$ cat config.mk
export PLATFORM = sky130hd
export DESIGN_NAME = volcado_registros
export DESIGN_NICKNAME = d
export VERILOG_FILES = /design/src/rtl/volcado_pkg.sv /design/src/rtl/volcado_registros.sv
export SDC_FILE = /design/constraint.sdc
export NUM_CORES = 1
export LEC_CHECK = 0
export ABC_AREA = 1
export CORE_MARGIN = 3
export CORE_UTILIZATION = 40
export CTS_BUF_LIST = sky130_fd_sc_hd__clkbuf_4
export DETAILED_ROUTE_END_ITERATION = 10
export PLACE_DENSITY = 0.77
export SLEW_MARGIN = 20
export SYNTH_ARGS = -nofsm -noshare
export SYNTH_HDL_FRONTEND = slang
export SYNTH_SLANG_ARGS = --single-unit
$ cat constraint.sdc
create_clock -name clk -period 1.6 [get_ports clk]
set_input_delay 0.24 -clock clk [delete_from_list [all_inputs] [get_ports clk]]
set_output_delay 0.24 -clock clk [all_outputs]
set_load 0.02 [all_outputs]
$ cat src/rtl/volcado_pkg.sv
// Shared constants for the register-bank dump controller.
// State encoding, default widths and the checksum beat address.
package volcado_pkg;

  localparam int DW_DEF = 32;
  localparam int AW_DEF = 5;

  localparam logic [1:0] ST_IDLE   = 2'd0;
  localparam logic [1:0] ST_LEER   = 2'd1;
  localparam logic [1:0] ST_ESPERA = 2'd2;
  localparam logic [1:0] ST_FIN    = 2'd3;

  localparam int DIR_CHK = 0;

  typedef enum logic [1:0] {
    S_IDLE   = ST_IDLE,
    S_LEER   = ST_LEER,
    S_ESPERA = ST_ESPERA,
    S_FIN    = ST_FIN
  } estado_t;

endpackage

$ cat src/rtl/volcado_registros.sv
// Walks a register range on bank port A and streams each word with its address.
// VOLCADO_CHECKSUM_EN appends a wrap-around sum beat after the register beats.
module volcado_registros
  import volcado_pkg::*;
#(
  parameter int DW = DW_DEF,
  parameter int AW = AW_DEF
) (
  input  logic          clk,
  input  logic          rst,
  input  logic          start,
  input  logic [AW-1:0] dir_ini,
  input  logic [AW-1:0] dir_fin,
  output logic [AW-1:0] dir_a,
  output logic          reg_rd,
  input  logic [DW-1:0] doa,
  output logic [DW-1:0] out_data,
  output logic [AW-1:0] out_dir,
  output logic          out_valid,
  input  logic          out_ready,
  output logic          out_last,
  output logic          busy,
  output logic          done
);

  estado_t       estado_q, estado_d;
  logic [AW-1:0] idx_q, idx_d;
  logic [AW-1:0] fin_q, fin_d;
  logic [AW-1:0] dir_a_q, dir_a_d;
  logic          reg_rd_q, reg_rd_d;
  logic [DW-1:0] out_data_q, out_data_d;
  logic [AW-1:0] out_dir_q, out_dir_d;
  logic          out_valid_q, out_valid_d;
  logic          out_last_q, out_last_d;
  logic          busy_q, busy_d;
  logic          done_q, done_d;
`ifdef VOLCADO_CHECKSUM_EN
  logic [DW-1:0] sum_q, sum_d;
  logic          ult_q, ult_d;
`endif

  logic          es_ult;
  logic          hs;

  assign es_ult = (idx_q == fin_q);
  assign hs     = out_valid_q & out_ready;

  always_comb begin
    estado_d    = estado_q;
    idx_d       = idx_q;
    fin_d       = fin_q;
    dir_a_d     = dir_a_q;
    reg_rd_d    = 1'b0;
    out_data_d  = out_data_q;
    out_dir_d   = out_dir_q;
    out_valid_d = out_valid_q;
    out_last_d  = out_last_q;
    busy_d      = busy_q;
    done_d      = 1'b0;
`ifdef VOLCADO_CHECKSUM_EN
    sum_d       = sum_q;
    ult_d       = ult_q;
`endif
    unique case (estado_q)
      S_IDLE: begin
        if (start) begin
          idx_d    = dir_ini;
          fin_d    = dir_fin;
          dir_a_d  = dir_ini;
          reg_rd_d = 1'b1;
          busy_d   = 1'b1;
          estado_d = S_LEER;
`ifdef VOLCADO_CHECKSUM_EN
          sum_d    = '0;
          ult_d    = 1'b0;
`endif
        end
      end
      S_LEER: begin
        out_data_d  = doa;
        out_dir_d   = idx_q;
        out_valid_d = 1'b1;
        estado_d    = S_ESPERA;
`ifdef VOLCADO_CHECKSUM_EN
        // last register beat is no longer the final beat
        out_last_d  = 1'b0;
        ult_d       = es_ult;
        sum_d       = sum_q + doa;
`else
        out_last_d  = es_ult;
`endif
      end
      S_ESPERA: begin
        if (hs) begin
          if (out_last_q) begin
            out_valid_d = 1'b0;
            out_last_d  = 1'b0;
            done_d      = 1'b1;
            estado_d    = S_FIN;
`ifdef VOLCADO_CHECKSUM_EN
          end else if (ult_q) begin
            out_data_d  = sum_q;
            out_dir_d   = AW'(DIR_CHK);
            out_last_d  = 1'b1;
            ult_d       = 1'b0;
`endif
          end else begin
            out_valid_d = 1'b0;
            idx_d       = idx_q + 1'b1;
            dir_a_d     = idx_q + 1'b1;
            reg_rd_d    = 1'b1;
            estado_d    = S_LEER;
          end
        end
      end
      S_FIN: begin
        busy_d   = 1'b0;
        estado_d = S_IDLE;
      end
      default: begin
        estado_d = S_IDLE;
      end
    endcase
  end

  always_ff @(posedge clk or posedge rst) begin
    if (rst) begin
      estado_q    <= S_IDLE;
      idx_q       <= '0;
      fin_q       <= '0;
      dir_a_q     <= '0;
      reg_rd_q    <= 1'b0;
      out_data_q  <= '0;
      out_dir_q   <= '0;
      out_valid_q <= 1'b0;
      out_last_q  <= 1'b0;
      busy_q      <= 1'b0;
      done_q      <= 1'b0;
`ifdef VOLCADO_CHECKSUM_EN
      sum_q       <= '0;
      ult_q       <= 1'b0;
`endif
    end else begin
      estado_q    <= estado_d;
      idx_q       <= idx_d;
      fin_q       <= fin_d;
      dir_a_q     <= dir_a_d;
      reg_rd_q    <= reg_rd_d;
      out_data_q  <= out_data_d;
      out_dir_q   <= out_dir_d;
      out_valid_q <= out_valid_d;
      out_last_q  <= out_last_d;
      busy_q      <= busy_d;
      done_q      <= done_d;
`ifdef VOLCADO_CHECKSUM_EN
      sum_q       <= sum_d;
      ult_q       <= ult_d;
`endif
    end
  end

  assign dir_a     = dir_a_q;
  assign reg_rd    = reg_rd_q;
  assign out_data  = out_data_q;
  assign out_dir   = out_dir_q;
  assign out_valid = out_valid_q;
  assign out_last  = out_last_q;
  assign busy      = busy_q;
  assign done      = done_q;

endmodule

After elaboration in Yosys (flattened, before gate mapping). Index checks and enable logic that the tools add are counted. Widths: inputs -> output; s select.

Add/subtract/negate cells: 1. Eq/ne operators: 7. Multiplexer cells: 20. Bitwise operators: 1. Reduce and logical (&&, ||, !) cells: 9.

Operator list (number): $mux 5 (3); $pmux 5 s2 (1); $mux 1 (8); $pmux 1 s2 (4); $pmux 2 s4 (1); $reduce_and 2->1 (4); $mux 2 (3); $ne 2x2->1 const B (3); $reduce_bool 2->1 (3); $add 5x1->5 const B (1); $eq 5x5->1 (1); $eq 2x2->1 const B (2); $reduce_and 4->1 (1); $eq 2x1->1 const B (1); $logic_not 2->1 (1); $and 1x1->1 (1).

Bits in registers: 54. Input bits: 46. Output and inout port bits: 47. Word-level logic and storage cells: 48.

Depth between registers and ports, before layout.
Depth after elaboration: 4. Gate-level depth with buffers: 8. Mapped depth without buffers: 8.

Worst setup path after synthesis. Ideal clock, no wire load.

Path kind: register to register. From: reg, netlist name dir_a[1]. To: reg dir_a_q[4] (netlist: dir_a[4]). Library setup time: 0.117 ns. Arrival time: 1.080 ns. Required time: 1.483 ns. Setup slack: 0.402 ns. Stages on the path, launching flop included: 7. Buffers on the path: 0. Period minus slack after synthesis: 1.198 ns. Cell sequence: dfrtp_1 ha_1 nand3_1 nand2_1 nand3_1 nand3_1 nand2_1.

RTL lines: end signal: assignment (line volcado_registros.sv:147) `dir_a_q <= dir_a_d;`; end: declaration (line volcado_registros.sv:29) `logic [AW-1:0] dir_a_q, dir_a_d;`.

Worst setup path in the final report.
From: reg dir_a_q[3] (netlist: dir_a[3]). To: out dir_a[3].

RTL lines: end: declaration (line volcado_registros.sv:14) `output logic [AW-1:0] dir_a,`.

No word-level cell between the ends.

==> results.py <==
metrics = {
    "logic_synthesis": {
        "synth_common_cells": "sky130_fd_sc_hd__nand2_1 (133), sky130_fd_sc_hd__dfrtp_1 (54), sky130_fd_sc_hd__inv_1 (14), sky130_fd_sc_hd__nor2_1 (13)",
        "synth_edf_count": 0,
        "warning_count_from_the_yosys_run": 0,
        "yosys_register_bits": 54,
        "postSynth.topFlopCell": "sky130_fd_sc_hd__dfrtp_1",
        "synthDistinctLibCells": 21,
        "synth_seq_area_share_pct": 59.77,
        "postSynthCellCount": 264,
        "netlist.area_leader.share_pct": 59.77,
        "synth.area.top_cells": "sky130_fd_sc_hd__dfrtp_1 (60%), sky130_fd_sc_hd__nand2_1 (22%), sky130_fd_sc_hd__inv_1 (2.3%)",
        "synth-async-reset-ratio_pct": 100.0,
        "synth.net_count": 311,
        "synthesis.area_per_instance_sq_um": 8.564,
        "synth_area_sq_um": 2261,
        "yosys.cell_count.top_type": "sky130_fd_sc_hd__nand2_1",
        "yosysTopAreaCell": "sky130_fd_sc_hd__dfrtp_1",
    },
    "timing": {
        "final_min_period_over_clock_period_pct": 91.66,
        "final_max_slew_viol_count": 0,
        "max_freq_mhz": 681.8,
        "rsz0062_at_grt": "false",
        "final.setup.worst_slack_ns": 0.1334,
        "clock-skew-final_ns": 0.01267,
        "finalHoldViolations": 0,
        "slew_headroom_pct": 72.02,
        "worst_slew_pin_slew_ns": 0.4197,
        "min_period_ns": 1.467,
        "setup_total_negative_slack_ns": 0,
        "finalSetupViolCount": 0,
    },
    "floorplan": {
        "rows": 26,
        "chipHeight_microns": 81.18,
        "die_width_microns": 81.18,
        "core_area_sq_um": 5270,
        "top_level_ports": 93,
        "start_util_pct": 42.90,
        "die-area_sq_um": 6590,
    },
    "clock_tree": {
        "cts_resized": 35,
        "clk-insertion-delay-late_ns": 0.37,
        "cts_tree": "built",
        "h-tree-depth": 2,
        "numCtsBuffers": 5,
        "cts_hold_buf": 0,
        "cts_num_sinks": 54,
        "root_buffer_master": "sky130_fd_sc_hd__clkbuf_4",
        "post_cts_buffers": 0,
        "clkTransAtPathRegs_ns": 0.15,
        "cts_buffer_depth": 2,
    },
    "placed_design": {
        "place.detailed.hpwl_microns": 3917,
        "post-place-ws_ns": 0.2114,
        "placedInstanceArea_sq_um": 3272,
        "io_buffers": 92,
        "place_inst": 423,
        "place.gp.congestion": 0.7436,
    },
    "routing": {
        "avgViaCountPerCell": 4.575,
        "route.detailed.wl_per_inst_microns": 12.55,
        "postRouteWirelength_microns": 5409,
        "vias_post_dr": 1972,
        "detailedRoute.firstIterationViolations": 78,
        "detail_route.first_pass.iterations": 4,
        "drt_drc_violations_left": 0,
        "count_of_antenna_violating_nets_left_after_detailed_routing": 0,
    },
    "global_routing": {
        "grt_remaining_overflow": 0,
        "grt_first_pass_wirelength_microns": 8963,
        "gr-max-usage-layer": "met2",
        "grt_pass1_vias": 1888,
        "grt_start_max_net_pins": 55,
        "antenna_violations_before_repair": 0,
        "groute.layer.met2.usage_pct": 28.90,
        "gr-usage-all-layers_pct": 17.52,
        "grt_util_met3_pct": 3.548,
        "met1_usage_pct": 23.61,
    },
    "critical_path": {
        "cp_startpoint_kind": "register",
        "cp_max_fo": 8,
        "crit_arrival_ns": 1.23,
        "crit_path_top_delay_cell": "sky130_fd_sc_hd__dfrtp_1",
        "end_kind": "primary output",
        "max_stage_delay_ns": 0.50,
        "critical_path_required_ns": 1.36,
        "crit_chain": "dlygate4sd2_1",
        "path_buf_inv": 1,
        "path_delay_family": "flip-flops",
        "timing.setup.critical_path_class": "reg -> out",
    },
    "pwr": {
        "clock_power_share_pct": 11.6,
        "power-per-cell-area_nw_per_um2": 1920,
        "seq_power_share_pct": 37.2,
        "p_sw_mw": 2.810,
        "leakage_nw": 1.863,
        "switching_share_pct": 43.88,
        "max-vdd-ir-drop_v": 0.0008342,
        "cellInternalPower_mw": 3.594,
        "power.share.combinational_pct": 51.3,
    },
    "finish": {
        "area.sequential_sq_um": 1351,
        "fin_nets": 407,
        "antennaDiodeCount": 0,
        "final.fill_count": 484,
        "final_non_filler_cell_total": 431,
        "multi_input_area_sq_um": 770.7,
        "area_delta_synth_final_pct": 47.54,
        "layout-drive-gt1-share_pct": 6.648,
        "postLayoutCellArea_sq_um": 3336,
    },
    "run": {
        "timing.max_cap.violations": 0,
    },
    "status": {
        "status": "completed",
    },
    "hold_path": {
        "holdCritPathClass": "in -> async",
    },
}
## routing by layer
metal | vias up | share of wire [%]
met5 | - | 0
met4 | 0 | 1.1
met2 | 75 | 45
li1 | 1002 | -
met3 | 6 | 7.5
met1 | 889 | 46
## worst paths after layout
| path | end | start | slack [ns] | cells after the start |
|---|---|---|---|---|
| max reg2reg | dir_a[2] | dir_a[1] | 0.31 | 8 |
| min | out_data[28] | rst | 0.24 | 3 |
| max | dir_a[3] | dir_a[3] | 0.13 | 1 |
| min in group clk | out_data[25] | doa[25] | 0.39 | 3 |
| min reg2reg | out_data[0] | out_data[0] | 0.48 | 2 |
| max in group asynchronous | out_dir[3] | rst | 1.13 | 3 |
## placed cells by master, fill, tap and decap left out, types with 3 or more instances in the layout
cell type and count:
sky130_fd_sc_hd__a21oi_1 5, sky130_fd_sc_hd__buf_4 3, sky130_fd_sc_hd__clkbuf_4 5, sky130_fd_sc_hd__clkdlybuf4s50_1 45
sky130_fd_sc_hd__dfrtp_1 54, sky130_fd_sc_hd__dlygate4sd2_1 35, sky130_fd_sc_hd__dlymetal6s2s_1 12, sky130_fd_sc_hd__inv_1 13
sky130_fd_sc_hd__inv_2 4, sky130_fd_sc_hd__nand2_1 133, sky130_fd_sc_hd__nand3_1 8, sky130_fd_sc_hd__nor2_1 13
sky130_fd_sc_hd__o21ai_0 8, sky130_fd_sc_hd__o21ai_1 6
## sequential cells by signal, summed over array words and instances (netlist names)
| signal | count |
|---|---|
| out_dir | 5 |
| dir_a | 5 |
| busy | 1 |
| out_last | 1 |
| estado_q | 2 |
| reg_rd | 1 |
| done | 1 |
| out_valid | 1 |
| fin_q | 5 |
| out_data | 32 |
## through the flow
| step | power, mW | utilization, % | hold slack [ns] |
|---|---|---|---|
| floorplan | 4.463 | - | 0.3566 |
| CTS | 6.534 | 62.73 | 0.2220 |
| detailed placement | 6.085 | 62.08 | 0.4583 |
| finish | 6.404 | 63.30 | 0.2448 |
| global placement | 5.991 | 62.08 | 0.4530 |
| global route | 6.969 | 63.30 | 0.2414 |
## power groups by stage
stage | Sequential (mW) | Combinational [mW] | Clock, mW
final | 2.38 | 3.28 | 0.740
after global routing | 2.45 | 3.68 | 0.838
after CTS | 2.39 | 3.37 | 0.772
after detailed placement | 2.43 | 3.65 | 0
after global placement | 2.41 | 3.58 | 0
after floorplan | 3.10 | 1.37 | 0
## kinds of logic after synthesis
kind of cell | count (synthesis) | synth area share [%]
AOI/OAI and AO/OA | 19 | 4.206
buffers and inverters | 27 | 6.143
adders and majority gates | 1 | 0.5533
and+or+nand+nor | 163 | 29.33
DFF | 54 | 59.77
## cell type report
cell class | count | area share, %
sequential | 54 | 40.51
timing repair buffer | 97 | 29.07
multi-input combinational | 183 | 23.11
tap | 70 | 2.626
inverter | 19 | 2.363
clock inverter | 3 | 1.200
clock buffer | 5 | 1.125
Note: power is estimated with default switching activity, not from simulation.
